--- src/rtl/iis_pkg.sv ---
// Shared I2S definitions: slot/word geometry and the stereo sample pair type.
// Used by both the transmitter and the receiver.
package iis_pkg;
    localparam int SLOT_W    = 32;
    localparam int WORD_W    = 24;
    localparam int FRAME_LEN = 2 * SLOT_W;
    localparam int CNT_W     = $clog2(FRAME_LEN);

    typedef struct packed {
        logic signed [WORD_W-1:0] L;
        logic signed [WORD_W-1:0] R;
    } pcm_pair_t;
endpackage

--- src/rtl/iis_pcm_tx_if.sv ---
// Stereo PCM sample-pair handshake between a sample source and the I2S transmitter.
interface iis_pcm_tx_if #(
    parameter int WORD_W = iis_pkg::WORD_W
);
    logic                     in_valid;
    logic                     in_ready;
    logic signed [WORD_W-1:0] pcm_L;
    logic signed [WORD_W-1:0] pcm_R;

    modport master (output in_valid, output pcm_L, output pcm_R, input in_ready);
    modport slave  (input in_valid, input pcm_L, input pcm_R, output in_ready);
endinterface

--- src/rtl/iis_frame_ctr.sv ---
// I2S frame position counter: owns cnt, the registered word select and the
// frame-load strobe, all stalled while en_i is low.
module iis_frame_ctr #(
    parameter int SLOT_W = iis_pkg::SLOT_W
) (
    input  logic bclk,
    input  logic rst_n,
    input  logic en_i,
    output logic ws_o,
    output logic load_strobe_o
);
    import iis_pkg::*;

    localparam int FLEN = 2 * SLOT_W;
    localparam int CW   = $clog2(FLEN);

    logic [CW-1:0] cnt_q, cnt_d;
    logic          ws_q, ws_d;

    // ws is derived from the next count so it always agrees with cnt.
    always_comb begin
        cnt_d = cnt_q;
        ws_d  = ws_q;
        if (en_i) begin
            cnt_d = (cnt_q == CW'(FLEN - 1)) ? '0 : cnt_q + 1'b1;
            ws_d  = (cnt_d >= CW'(SLOT_W));
        end
    end

    always_ff @(posedge bclk or negedge rst_n) begin
        if (!rst_n) begin
            cnt_q <= '0;
            ws_q  <= 1'b0;
        end else begin
            cnt_q <= cnt_d;
            ws_q  <= ws_d;
        end
    end

    assign ws_o          = ws_q;
    assign load_strobe_o = en_i && (cnt_q == '0);
endmodule

--- src/rtl/iis_pcm_tx.sv ---
// I2S master transmitter: one-pair holding buffer, frame shift register, Philips timing.
// Optional saturating underrun counter enabled by defining IIS_TX_UNDERRUN_CNT_EN.
module iis_pcm_tx #(
    parameter int SLOT_W = iis_pkg::SLOT_W,
    parameter int WORD_W = iis_pkg::WORD_W
) (
    input  logic               bclk,
    input  logic               rst_n,
    input  logic               en,
    iis_pcm_tx_if.slave        pcm_if,
    output logic               ws,
    output logic               sdata,
    output logic               frame_start,
    output logic               underrun
`ifdef IIS_TX_UNDERRUN_CNT_EN
   ,input  logic               underrun_clr,
    output logic [15:0]        underrun_cnt
`endif
);
    import iis_pkg::*;

    localparam int FLEN = 2 * SLOT_W;

    function automatic logic [SLOT_W-1:0] justify(input logic signed [WORD_W-1:0] w);
        logic [SLOT_W-1:0] s;
        s = '0;
        s[SLOT_W-1 -: WORD_W] = w;
        return s;
    endfunction

    logic signed [WORD_W-1:0] hold_L_q, hold_L_d, hold_R_q, hold_R_d;
    logic                     hold_full_q, hold_full_d;
    logic [FLEN-1:0]          sr_q, sr_d;
    logic                     frame_start_q, frame_start_d;
    logic                     underrun_q, underrun_d;
    logic                     load_strobe;
    logic                     accept;

    iis_frame_ctr #(.SLOT_W(SLOT_W)) u_ctr (
        .bclk          (bclk),
        .rst_n         (rst_n),
        .en_i          (en),
        .ws_o          (ws),
        .load_strobe_o (load_strobe)
    );

    assign accept = pcm_if.in_valid && !hold_full_q;

    // A same-edge accept into an empty hold is not seen by that load; it waits a frame.
    always_comb begin
        hold_L_d      = hold_L_q;
        hold_R_d      = hold_R_q;
        hold_full_d   = hold_full_q;
        sr_d          = sr_q;
        frame_start_d = 1'b0;
        underrun_d    = 1'b0;
        if (load_strobe) begin
            frame_start_d = 1'b1;
            underrun_d    = !hold_full_q;
            sr_d          = hold_full_q ? {justify(hold_L_q), justify(hold_R_q)} : '0;
            hold_full_d   = 1'b0;
        end else if (en) begin
            sr_d = sr_q << 1;
        end
        if (accept) begin
            hold_L_d    = pcm_if.pcm_L;
            hold_R_d    = pcm_if.pcm_R;
            hold_full_d = 1'b1;
        end
    end

    always_ff @(posedge bclk or negedge rst_n) begin
        if (!rst_n) begin
            sr_q          <= '0;
            hold_full_q   <= 1'b0;
            frame_start_q <= 1'b0;
            underrun_q    <= 1'b0;
        end else begin
            sr_q          <= sr_d;
            hold_full_q   <= hold_full_d;
            frame_start_q <= frame_start_d;
            underrun_q    <= underrun_d;
        end
    end

    // Sample payload carries no reset; hold_full_q alone marks it valid.
    always_ff @(posedge bclk) begin
        hold_L_q <= hold_L_d;
        hold_R_q <= hold_R_d;
    end

`ifdef IIS_TX_UNDERRUN_CNT_EN
    logic [15:0] underrun_cnt_q, underrun_cnt_d;

    always_comb begin
        underrun_cnt_d = underrun_cnt_q;
        if (underrun_clr)
            underrun_cnt_d = '0;
        else if (underrun_d && (underrun_cnt_q != 16'hFFFF))
            underrun_cnt_d = underrun_cnt_q + 16'd1;
    end

    always_ff @(posedge bclk or negedge rst_n) begin
        if (!rst_n) underrun_cnt_q <= '0;
        else        underrun_cnt_q <= underrun_cnt_d;
    end

    assign underrun_cnt = underrun_cnt_q;
`endif

    assign pcm_if.in_ready = !hold_full_q;
    assign sdata           = sr_q[FLEN-1];
    assign frame_start     = frame_start_q;
    assign underrun        = underrun_q;
endmodule

--- src/flat_wrapper.sv ---
// flat-port wrapper written by rule: the top's interface ports become plain ports
module iis_pcm_tx_flat import iis_pkg::*;
#(
    parameter int SLOT_W = iis_pkg::SLOT_W,
    parameter int WORD_W = iis_pkg::WORD_W
)
  (bclk, rst_n, en, ws, sdata, frame_start, underrun, pcm_if_in_valid, pcm_if_pcm_L, pcm_if_pcm_R, pcm_if_in_ready);
  iis_pcm_tx_if #(.WORD_W(WORD_W)) pcm_if_i ();
  input  logic bclk;
  input  logic rst_n;
  input  logic en;
  output logic ws;
  output logic sdata;
  output logic frame_start;
  output logic underrun;
  input wire logic [$bits(pcm_if_i.in_valid)-1:0] pcm_if_in_valid;
  input wire logic [$bits(pcm_if_i.pcm_L)-1:0] pcm_if_pcm_L;
  input wire logic [$bits(pcm_if_i.pcm_R)-1:0] pcm_if_pcm_R;
  output wire logic [$bits(pcm_if_i.in_ready)-1:0] pcm_if_in_ready;
  assign pcm_if_i.in_valid = pcm_if_in_valid;
  assign pcm_if_i.pcm_L = pcm_if_pcm_L;
  assign pcm_if_i.pcm_R = pcm_if_pcm_R;
  assign pcm_if_in_ready = pcm_if_i.in_ready;
  iis_pcm_tx #(.SLOT_W(SLOT_W), .WORD_W(WORD_W)) u_core (.bclk(bclk), .rst_n(rst_n), .en(en), .pcm_if(pcm_if_i), .ws(ws), .sdata(sdata), .frame_start(frame_start), .underrun(underrun));
endmodule
--- config.mk ---
export PLATFORM = sky130hd
export DESIGN_NAME = iis_pcm_tx_flat
export DESIGN_NICKNAME = d
export VERILOG_FILES = /design/src/rtl/iis_pkg.sv /design/src/rtl/iis_pcm_tx_if.sv /design/src/rtl/iis_frame_ctr.sv /design/src/rtl/iis_pcm_tx.sv /design/src/flat_wrapper.sv
export SDC_FILE = /design/constraint.sdc
export NUM_CORES = 1
export LEC_CHECK = 0
export BUFFER_PORTS_ARGS = -buffer_cell sky130_fd_sc_hd__buf_2
export CAP_MARGIN = 10
export CORE_MARGIN = 2
export CORE_UTILIZATION = 50
export CTS_CLUSTER_DIAMETER = 40
export DETAILED_ROUTE_END_ITERATION = 7
export GPL_ROUTABILITY_DRIVEN = 0
export HOLD_SLACK_MARGIN = 0.05
export MAX_ROUTING_LAYER = met4
export PLACE_DENSITY = 0.73
export SETUP_SLACK_MARGIN = 0.05
export SLEW_MARGIN = 20
export SYNTH_ARGS = -nofsm -noshare
export SYNTH_HDL_FRONTEND = slang
export SYNTH_SLANG_ARGS = --single-unit
--- constraint.sdc ---
create_clock -name bclk -period 3.1 [get_ports bclk]
set_clock_uncertainty 0.05 [all_clocks]
set_input_delay 0.31 -clock bclk [delete_from_list [all_inputs] [get_ports bclk]]
set_output_delay 0.31 -clock bclk [all_outputs]
set_load 0.05 [all_outputs]
==> impl_metrics.json, run 1 <==
{
  "status": "finished clean",
  "wire_per_inst_um": 15.5,
  "critical_path_class": "flip-flop to flip-flop",
  "clock-root-buffer": "clkbuf_8",
  "dp_cells": 483,
  "internal_power_mw": 3.57,
  "cts.sinks": 114,
  "dieWidth_um": 101,
  "pre_cts_slack_ns": 1.00,
  "p_per_area_nw_per_um2": 793,
  "first_pass_iters": 6,
  "cpPeakStageDelay_ns": 0.57,
  "ir_worst_vdd_mv": 0.433,
  "antenna_found_initial": 0,
  "cts_buffers": 17,
  "period_minus_slack_ns": 2.14,
  "cts_tree": "yes",
  "ys_seq_elements": 114,
  "cp_max_fo": 32,
  "post_cts_buffers": 0,
  "clk_latency_ns": 0.51,
  "p_sw_frac": 0.268,
  "power.switching_mw": 1.31,
  "arrival_ns": 2.49,
  "clock_path_buffers": 2,
  "min_period_over_period": 0.692,
  "drt-total-wl_um": 8770,
  "vias": 2870,
  "start_util": 0.509,
  "nets": 494,
  "cts_resized": 0,
  "grt_pass1_wl_um": 14600,
  "yosysUniqueCellTypes": 28,
  "maxCapViolCount": 0,
  "r2r_slack_ns": 0.96,
  "yosysTopAreaCell": "dfrtp_1",
  "r2r_end": "u_core.sr_q[33]",
  "drcViolationCount": 0,
  "clkSlewWorstSetupHoldPaths_ns": 0.06,
  "hp-class": "input port to flip-flop",
  "async_reset_ff_frac": 0.579,
  "pwr-share-seq": 0.439,
  "worst_slack_ns": 0.956,
  "required_ns": 3.45,
  "viasPerCell": 5.09,
  "slew_headroom": 0.343,
  "die-area_um2": 10100,
  "r2r_cells": 7,
  "tns_ns": 0,
  "diodes": 0,
  "synth.most_common_cell": "mux2i_1",
  "seqCellArea_um2": 3090,
  "synth_flop_cell": "dfrtp_1",
  "start_kind": "flip-flop",
  "clock_power_share": 0.402,
  "cp-endpoint": "u_core.sr_q[33]",
  "dp_hpwl_um": 4860,
  "finalNonFillerCells": 564,
  "cts_hold_buf": 49,
  "syn2layout_area_growth_pct": 31.7,
  "cp_slowest_cell": "or4_2",
  "ios": 57,
  "ys_warn_count": 0,
  "fill_cells": 627,
  "crit_chain": "inv_1 -> ha_1 -> nand2b_1 -> or4_2 -> buf_4 -> inv_2 -> nor2_1",
  "io_buffers": 56,
  "r2r-start": "u_core.u_ctr.cnt_q[0]",
  "syn_area_um2": 4660,
  "grt_overflow": 0,
  "synth.avg_cell_area_um2": 14.2,
  "htree_levels": 4,
  "syn-num-nets": 382,
  "final_antenna_net_count": 0,
  "post-synth-top-area-fraction": 0.354,
  "grt_pass1_vias": 3051,
  "core_um2": 9150,
  "fin_worst_hold_slack_ns": 0.153,
  "layout-drive-gt1-share": 0.219,
  "setup_viol": 0,
  "yosysSeqAreaShare": 0.663,
  "drv_slew": 0,
  "hold_violations": 0,
  "rsz0062_at_grt": "no",
  "tightest_slew_ns": 0.986,
  "syn_inst": 328,
  "power_leakage_nw": 3.13,
  "pwr-share-comb": 0.159,
  "die-height_um": 101,
  "yosys-top-cells-area": "dfrtp_1 (35%), edfxtp_1 (31%), mux2i_1 (22%), nand2_1 (4.3%), buf_6 (1.2%)",
  "synth_common_cells": "mux2i_1 (103), dfrtp_1 (66), nand2_1 (53)",
  "max_freq_ghz": 0.466,
  "multi_input_area_um2": 1440,
  "grt_start_max_net_pins": 66,
  "drt_iter0_drc": 134,
  "synth-edff-count": 48,
  "gr-usage-all-layers": 0.200,
  "endpoint_kind": "flip-flop",
  "startpoint": "u_core.u_ctr.cnt_q[0]",
  "num_rows": 35
}
metal layers:
layer / vias to the layer above / wire [µm] / track usage
met5: - / 0 / -
met1: 1409 / 3670 / 0.225
met3: 15 / 313 / 0.0652
met2: 65 / 4660 / 0.335
met4: 0 / 123 / 0.0717
li1: 1381 / - / -
power groups by stage:
stage               Sequential, mW  Clock, mW  Combinational, mW
floorplan                     2.12          0              0.514
global placement              2.13          0              0.685
detailed placement            2.15          0              0.724
CTS                           2.13       1.98              0.787
global route                  2.18       2.06              0.878
finish                        2.14       1.96              0.775
critical path: cells and delay by family, from the launching register on:
kind          cells  cell delay, ns
simple gates      3            0.72
buf+inv           3            0.64
flops             1            0.43
fa+ha+maj         1            0.15
cell type report:
type,instances,share of cell area
clock inverters,13,0.0257
repair buffers,112,0.136
clock buffers,19,0.0737
flip-flops and latches,114,0.504
inverters,5,0.00306
multi-input cells,190,0.235
well taps,111,0.0226
stage by stage:
step	utilization	instance area [µm²]	power, mW
2_1_floorplan	-	4660	2.64
3_3_place_gp	0.551	5040	2.82
3_5_place_dp	0.551	5040	2.87
4_1_cts	0.671	6140	4.90
5_1_grt	0.671	6140	5.12
6_report	0.671	6140	4.87
state kept, by name, indices dropped and copies added, names as in the netlist:
signal and cells:
u_core.hold_L_q 24, u_core.frame_start 1, u_core.hold_R_q 24, u_core.underrun 1, u_core.u_ctr.cnt_q 6, u_core.hold_full_q 1
u_core.u_ctr.ws_o 1, u_core.sr_q 56
cells in the final DEF, fill, tap and decap left out, types with 3 or more instances in the layout:
cell type and count:
mux2i_1 103, dfrtp_1 65, buf_2 55, nand2_1 53, dlygate4sd3_1 49, edfxtp_1 48
clkbuf_16 17, nor2_1 10, buf_4 7, inv_1 4, clkinv_2 4, clkinvlp_4 4
nand2b_1 3, bufinv_16 3
cell families after synthesis:
family,share of synthesized area
and+or+nand+nor,0.0639
buffers and inverters,0.0292
DFF,0.663
muxes,0.221
adders and majority gates,0.00537
xor gates and xnor gates,0.00376
AOI/OAI and AO/OA,0.0132
worst min-delay path by stage:
stage | from | endpoint | cells past startpoint
floorplan | rst_n | u_core.frame_start | 0
global placement | rst_n | u_core.sr_q[11] | 1
detailed placement | rst_n | u_core.sr_q[13] | 1
CTS | en | u_core.u_ctr.cnt_q[5] | 4
global route | en | u_core.u_ctr.cnt_q[5] | 4
finish | en | u_core.u_ctr.cnt_q[5] | 4
No activity file was read; power rests on OpenSTA's default activity.
==> inputs of run 2 (changes only) <==
Settings changed: PLACE_DENSITY 0.73 to 0.7.
Clock period 3.1 ns to 2.05 ns, I/O delays scaled along.
==> run 2 against run 1 <==
  * First-iteration DRC count increased by 51%
  * Routed wire length is 3.8% lower
  * Register-to-register slack worse by 0.71 ns
  * Combinational power up 47%
  * Final cell count did not move
  * Sequential cell count is the same
  * Sequential power increased by 52%
  * Largest cell class unchanged
  * Largest power group unchanged
==> impl_metrics.json, run 2 (same netlist as run 1, synthesis figures left out) <==
{
  "status": "finished clean",
  "cp_max_fo": 18,
  "endpoint_kind": "output pin",
  "maxCapViolCount": 0,
  "drt-total-wl_um": 8430,
  "fill_cells": 648,
  "clk_latency_ns": 0.50,
  "post_cts_buffers": 0,
  "nets": 494,
  "cp.buffers_inverters": 3,
  "dieWidth_um": 101,
  "grt_overflow": 0,
  "required_ns": 1.79,
  "final_common_cell": "mux2i_1",
  "drcViolationCount": 0,
  "top_regs": "u_core.sr_q x56, u_core.hold_L_q x24, u_core.hold_R_q x24",
  "num_rows": 35,
  "io_buffers": 56,
  "cts_buffers": 17,
  "tns_ns": 0,
  "clock-root-buffer": "clkbuf_8",
  "cp_slowest_cell": "dfrtp_4",
  "vias": 2852,
  "drv_slew": 0,
  "p_per_area_nw_per_um2": 1140,
  "diodes": 0,
  "largest_reg_flops": 56,
  "dp_hpwl_um": 4420,
  "clkSlewWorstSetupHoldPaths_ns": 0.05,
  "final_cell_mix": "mux2i_1 (102), dfrtp_1 (65), buf_2 (55), nand2_1 (53), dlygate4sd3_1 (49)",
  "cp_top_family": "flip-flops",
  "hold_violations": 0,
  "crit_chain": "buf_4 -> inv_1 -> buf_2",
  "final_antenna_net_count": 0,
  "critical_path_class": "flip-flop to output pin",
  "cts_tree": "yes",
  "core_um2": 9150,
  "ir_worst_vdd_mv": 0.618,
  "die-area_um2": 10100,
  "first_pass_iters": 4,
  "htree_levels": 4,
  "antenna_found_initial": 0,
  "hp-class": "input port to flip-flop",
  "ios": 57,
  "setup_viol": 0,
  "grt_pass1_wl_um": 13700,
  "gr-usage-all-layers": 0.184,
  "die-height_um": 101,
  "placed_area_um2": 5060,
  "cts.sinks": 114,
  "min_period_over_period": 0.924,
  "grt_pass1_vias": 2883,
  "clock_path_buffers": 2,
  "arrival_ns": 1.64,
  "power_leakage_nw": 3.11,
  "max_freq_ghz": 0.528,
  "rsz0062_at_grt": "no",
  "final_area_um2": 6130,
  "start_kind": "flip-flop",
  "wire_per_inst_um": 15.0,
  "tightest_slew_ns": 0.991,
  "period_minus_slack_ns": 1.89,
  "drt_iter0_drc": 203,
  "slew_headroom": 0.340,
  "start_util": 0.509,
  "viasPerCell": 5.06,
  "syn2layout_area_growth_pct": 31.5,
  "cpPeakStageDelay_ns": 0.58,
  "regMostFlops": "u_core.sr_q",
  "grt_start_max_net_pins": 67,
  "layout-drive-gt1-share": 0.216
}
==> run 2: final timing paths <==
check                                            from                    end  slack, ns  cells past startpoint
worst max-delay path               u_core.hold_full_q        pcm_if_in_ready       0.16                      3
worst min-delay path                               en  u_core.u_ctr.cnt_q[5]       0.09                      4
worst max register to register  u_core.u_ctr.cnt_q[0]     u_core.hold_full_q       0.25                      6
worst min register to register     u_core.hold_R_q[5]        u_core.sr_q[13]       0.46                      2
max in group asynchronous                       rst_n     u_core.hold_full_q       1.43                      3
min in group asynchronous                       rst_n        u_core.sr_q[13]       0.18                      3
==> run 2: timing repair <==
item                                   CTS  global route
resized for setup                        0             5
cloned                                   0             1
hold buffers                            49             0
endpoints found under the hold margin  114             0
setup endpoints to repair                4            15
==> run 2: through the flow <==
stage           util  hold WS, ns  setup slack [ns]  instances  total power, mW
5_1_grt        0.670        0.111            0.0789        564             7.38
3_5_place_dp   0.553        0.203            0.0596        482             4.35
4_1_cts        0.665       0.0634            0.0450        563             7.03
3_3_place_gp   0.553        0.203             0.137        482             4.27
2_1_floorplan      -       -0.141             0.315        328             3.99
6_report       0.670       0.0937             0.155        564             7.00
==> run 2: power by group <==
| part | internal (mW) | switching, mW | total (mW) |
|---|---|---|---|
| registers | 2.92 | 0.331 | 3.25 |
| logic | 0.537 | 0.607 | 1.14 |
| clock network | 1.59 | 1.02 | 2.61 |
| total | 5.05 | 1.96 | 7.00 |
==> run 2: area by class of cell <==
cell class | count | area [µm²] | area share
multi-input cells | 190 | 1450 | 0.236
well taps | 111 | 139 | 0.0227
clock buffers | 18 | 418 | 0.0682
repair buffers | 112 | 888 | 0.145
clock inverters | 14 | 118 | 0.0192
inverters | 5 | 21.3 | 0.00347
flip-flops and latches | 114 | 3100 | 0.505
==> run 2: tightest hold or removal path, cell delays in order <==
cell and delay (ns):
buf_4 0.11, nand2b_1 0.08, or3_1 0.11, nand3_1 0.07
==> run 2: metal layers <==
metal / global-route usage / share of wire
met1: 0.216 / 0.45
met2: 0.304 / 0.52
met3: 0.0617 / 0.026
met4: 0.0558 / 0.012
met5: - / 0
==> inputs of run 3 (changes only) <==
Settings changed: CORE_UTILIZATION 50 to 57, PLACE_DENSITY 0.7 to 0.78.
==> run 3 against run 2 <==
  * Register-to-register slack worse by 0.06 ns
  * First-iteration DRC count is 30% lower
  * Routed wire length rose by 11%
  * Critical endpoint is now u_core.sr_q[58]
  * Largest cell class unchanged
==> impl_metrics.json, run 3 (same netlist as run 1, synthesis figures left out) <==
{
  "ir_worst_vdd_mv": 0.721,
  "syn2layout_area_growth_pct": 32.6,
  "clkSlewWorstSetupHoldPaths_ns": 0.05,
  "grt_overflow": 0,
  "p_per_area_nw_per_um2": 1210,
  "final_antenna_net_count": 0,
  "viasPerCell": 5.25,
  "cts.sinks": 114,
  "endpoint_kind": "flip-flop",
  "drt-total-wl_um": 9400,
  "vias": 2920,
  "core_um2": 7810,
  "max_freq_ghz": 0.538,
  "final_cell_mix": "mux2i_1 (103), dfrtp_1 (65), buf_2 (55), nand2_1 (53), dlygate4sd3_1 (49)",
  "period_minus_slack_ns": 1.86,
  "layout-drive-gt1-share": 0.216,
  "dp_hpwl_um": 4650,
  "die-height_um": 94.4,
  "antenna_found_initial": 0,
  "arrival_ns": 2.20,
  "drcViolationCount": 0,
  "met3WireLength_um": 316,
  "nets": 495,
  "post_cts_buffers": 0,
  "die-area_um2": 8920,
  "regMostFlops": "u_core.sr_q",
  "slew_headroom": 0.320,
  "drt_iter0_drc": 142,
  "dieWidth_um": 94.4,
  "start_util": 0.597,
  "status": "finished clean",
  "cts_buffers": 17,
  "clock_path_buffers": 2,
  "dp_cells": 474,
  "wire_per_inst_um": 16.9,
  "gr-usage-all-layers": 0.244,
  "route.met2.wl_um": 5200,
  "grt_pass1_wl_um": 15400,
  "ios": 57,
  "grt_pass1_vias": 3156,
  "min_period_over_period": 0.906,
  "first_pass_iters": 5,
  "critical_path_class": "flip-flop to flip-flop",
  "m1WireLength_um": 3760,
  "drv_slew": 0,
  "grt_start_max_net_pins": 67,
  "start_kind": "flip-flop",
  "top_regs": "u_core.sr_q x56, u_core.hold_L_q x24, u_core.hold_R_q x24",
  "htree_levels": 4,
  "power_leakage_nw": 3.16,
  "clk_latency_ns": 0.52,
  "top_layer_used": "met4",
  "finalPower_mw": 7.48,
  "final_common_cell": "mux2i_1",
  "fin_util": 0.792,
  "tightest_slew_ns": 1.02,
  "finalNonFillerCells": 556,
  "maxCapViolCount": 0,
  "num_rows": 32,
  "hp-class": "input port to flip-flop",
  "tns_ns": 0,
  "io_buffers": 56,
  "setup_viol": 0,
  "diodes": 0,
  "rsz0062_at_grt": "no",
  "clock-root-buffer": "clkbuf_8",
  "hold_violations": 0,
  "cts_tree": "yes",
  "largest_reg_flops": 56,
  "cp_max_fo": 18,
  "required_ns": 2.39
}
[run 3: changes by cell type in the layout (fill, tap and decap cells not counted), moves of 2 or more]
| cell | change |
|---|---|
| inv_6 | +2 |
| clkinv_4 | -3 |
| bufinv_16 | +3 |
| buf_4 | +2 |
| clkinv_2 | -3 |
[run 3: layout make-up]
class	count	area [µm²]
well taps	102	128
flip-flops and latches	114	3090
fillers	464	1620
clock buffers	19	432
clock inverters	13	184
inverters	5	18.8
multi-input cells	190	1440
repair buffers	113	883
[run 3: per-layer routing]
metal,vias to the layer above,global-route usage
met1,1456,0.267
met4,0,0.0906
met2,65,0.427
met3,14,0.0670
li1,1385,-
met5,-,-
[run 3: per-stage QoR]
stage	cell area, µm²	hold slack, ns	setup slack [ns]
global route	6180	0.0987	0.114
floorplan	4670	-0.141	0.315
global placement	5040	0.199	0.154
detailed placement	5040	0.201	0.0661
CTS	6180	0.0674	0.180
finish	6180	0.0926	0.192
[run 3: worst paths after layout]
check	from	endpoint	slack (ns)	cells past startpoint
worst max-delay path	u_core.u_ctr.cnt_q[0]	u_core.sr_q[58]	0.19	6
worst max register to register	u_core.u_ctr.cnt_q[0]	u_core.sr_q[58]	0.19	6
worst min-delay path	en	u_core.u_ctr.cnt_q[5]	0.09	4
worst min register to register	u_core.hold_L_q[8]	u_core.sr_q[48]	0.46	2
min in group asynchronous	rst_n	u_core.u_ctr.ws_o	0.20	3
max in group asynchronous	rst_n	u_core.hold_full_q	1.44	3
[run 3: report_power, final]
part,switching (mW),internal (mW)
Combinational,0.635,0.529
Sequential,0.347,2.92
Clock,1.05,2.00
[run 3: what timing repair did]
| action | in CTS | in global routing |
|---|---|---|
| hold buffers | 49 | 0 |
| resized for setup | 1 | 0 |
| endpoints found under the hold margin | 114 | 0 |
| setup endpoints to repair | 1 | 0 |
[run 3: critical path: stages (launching register included)]
cell       delay (ns)
dfrtp_1          0.42
inv_1            0.10
ha_1             0.17
nand2b_1         0.06
or4_4            0.47
bufbuf_16        0.34
mux2i_1          0.13
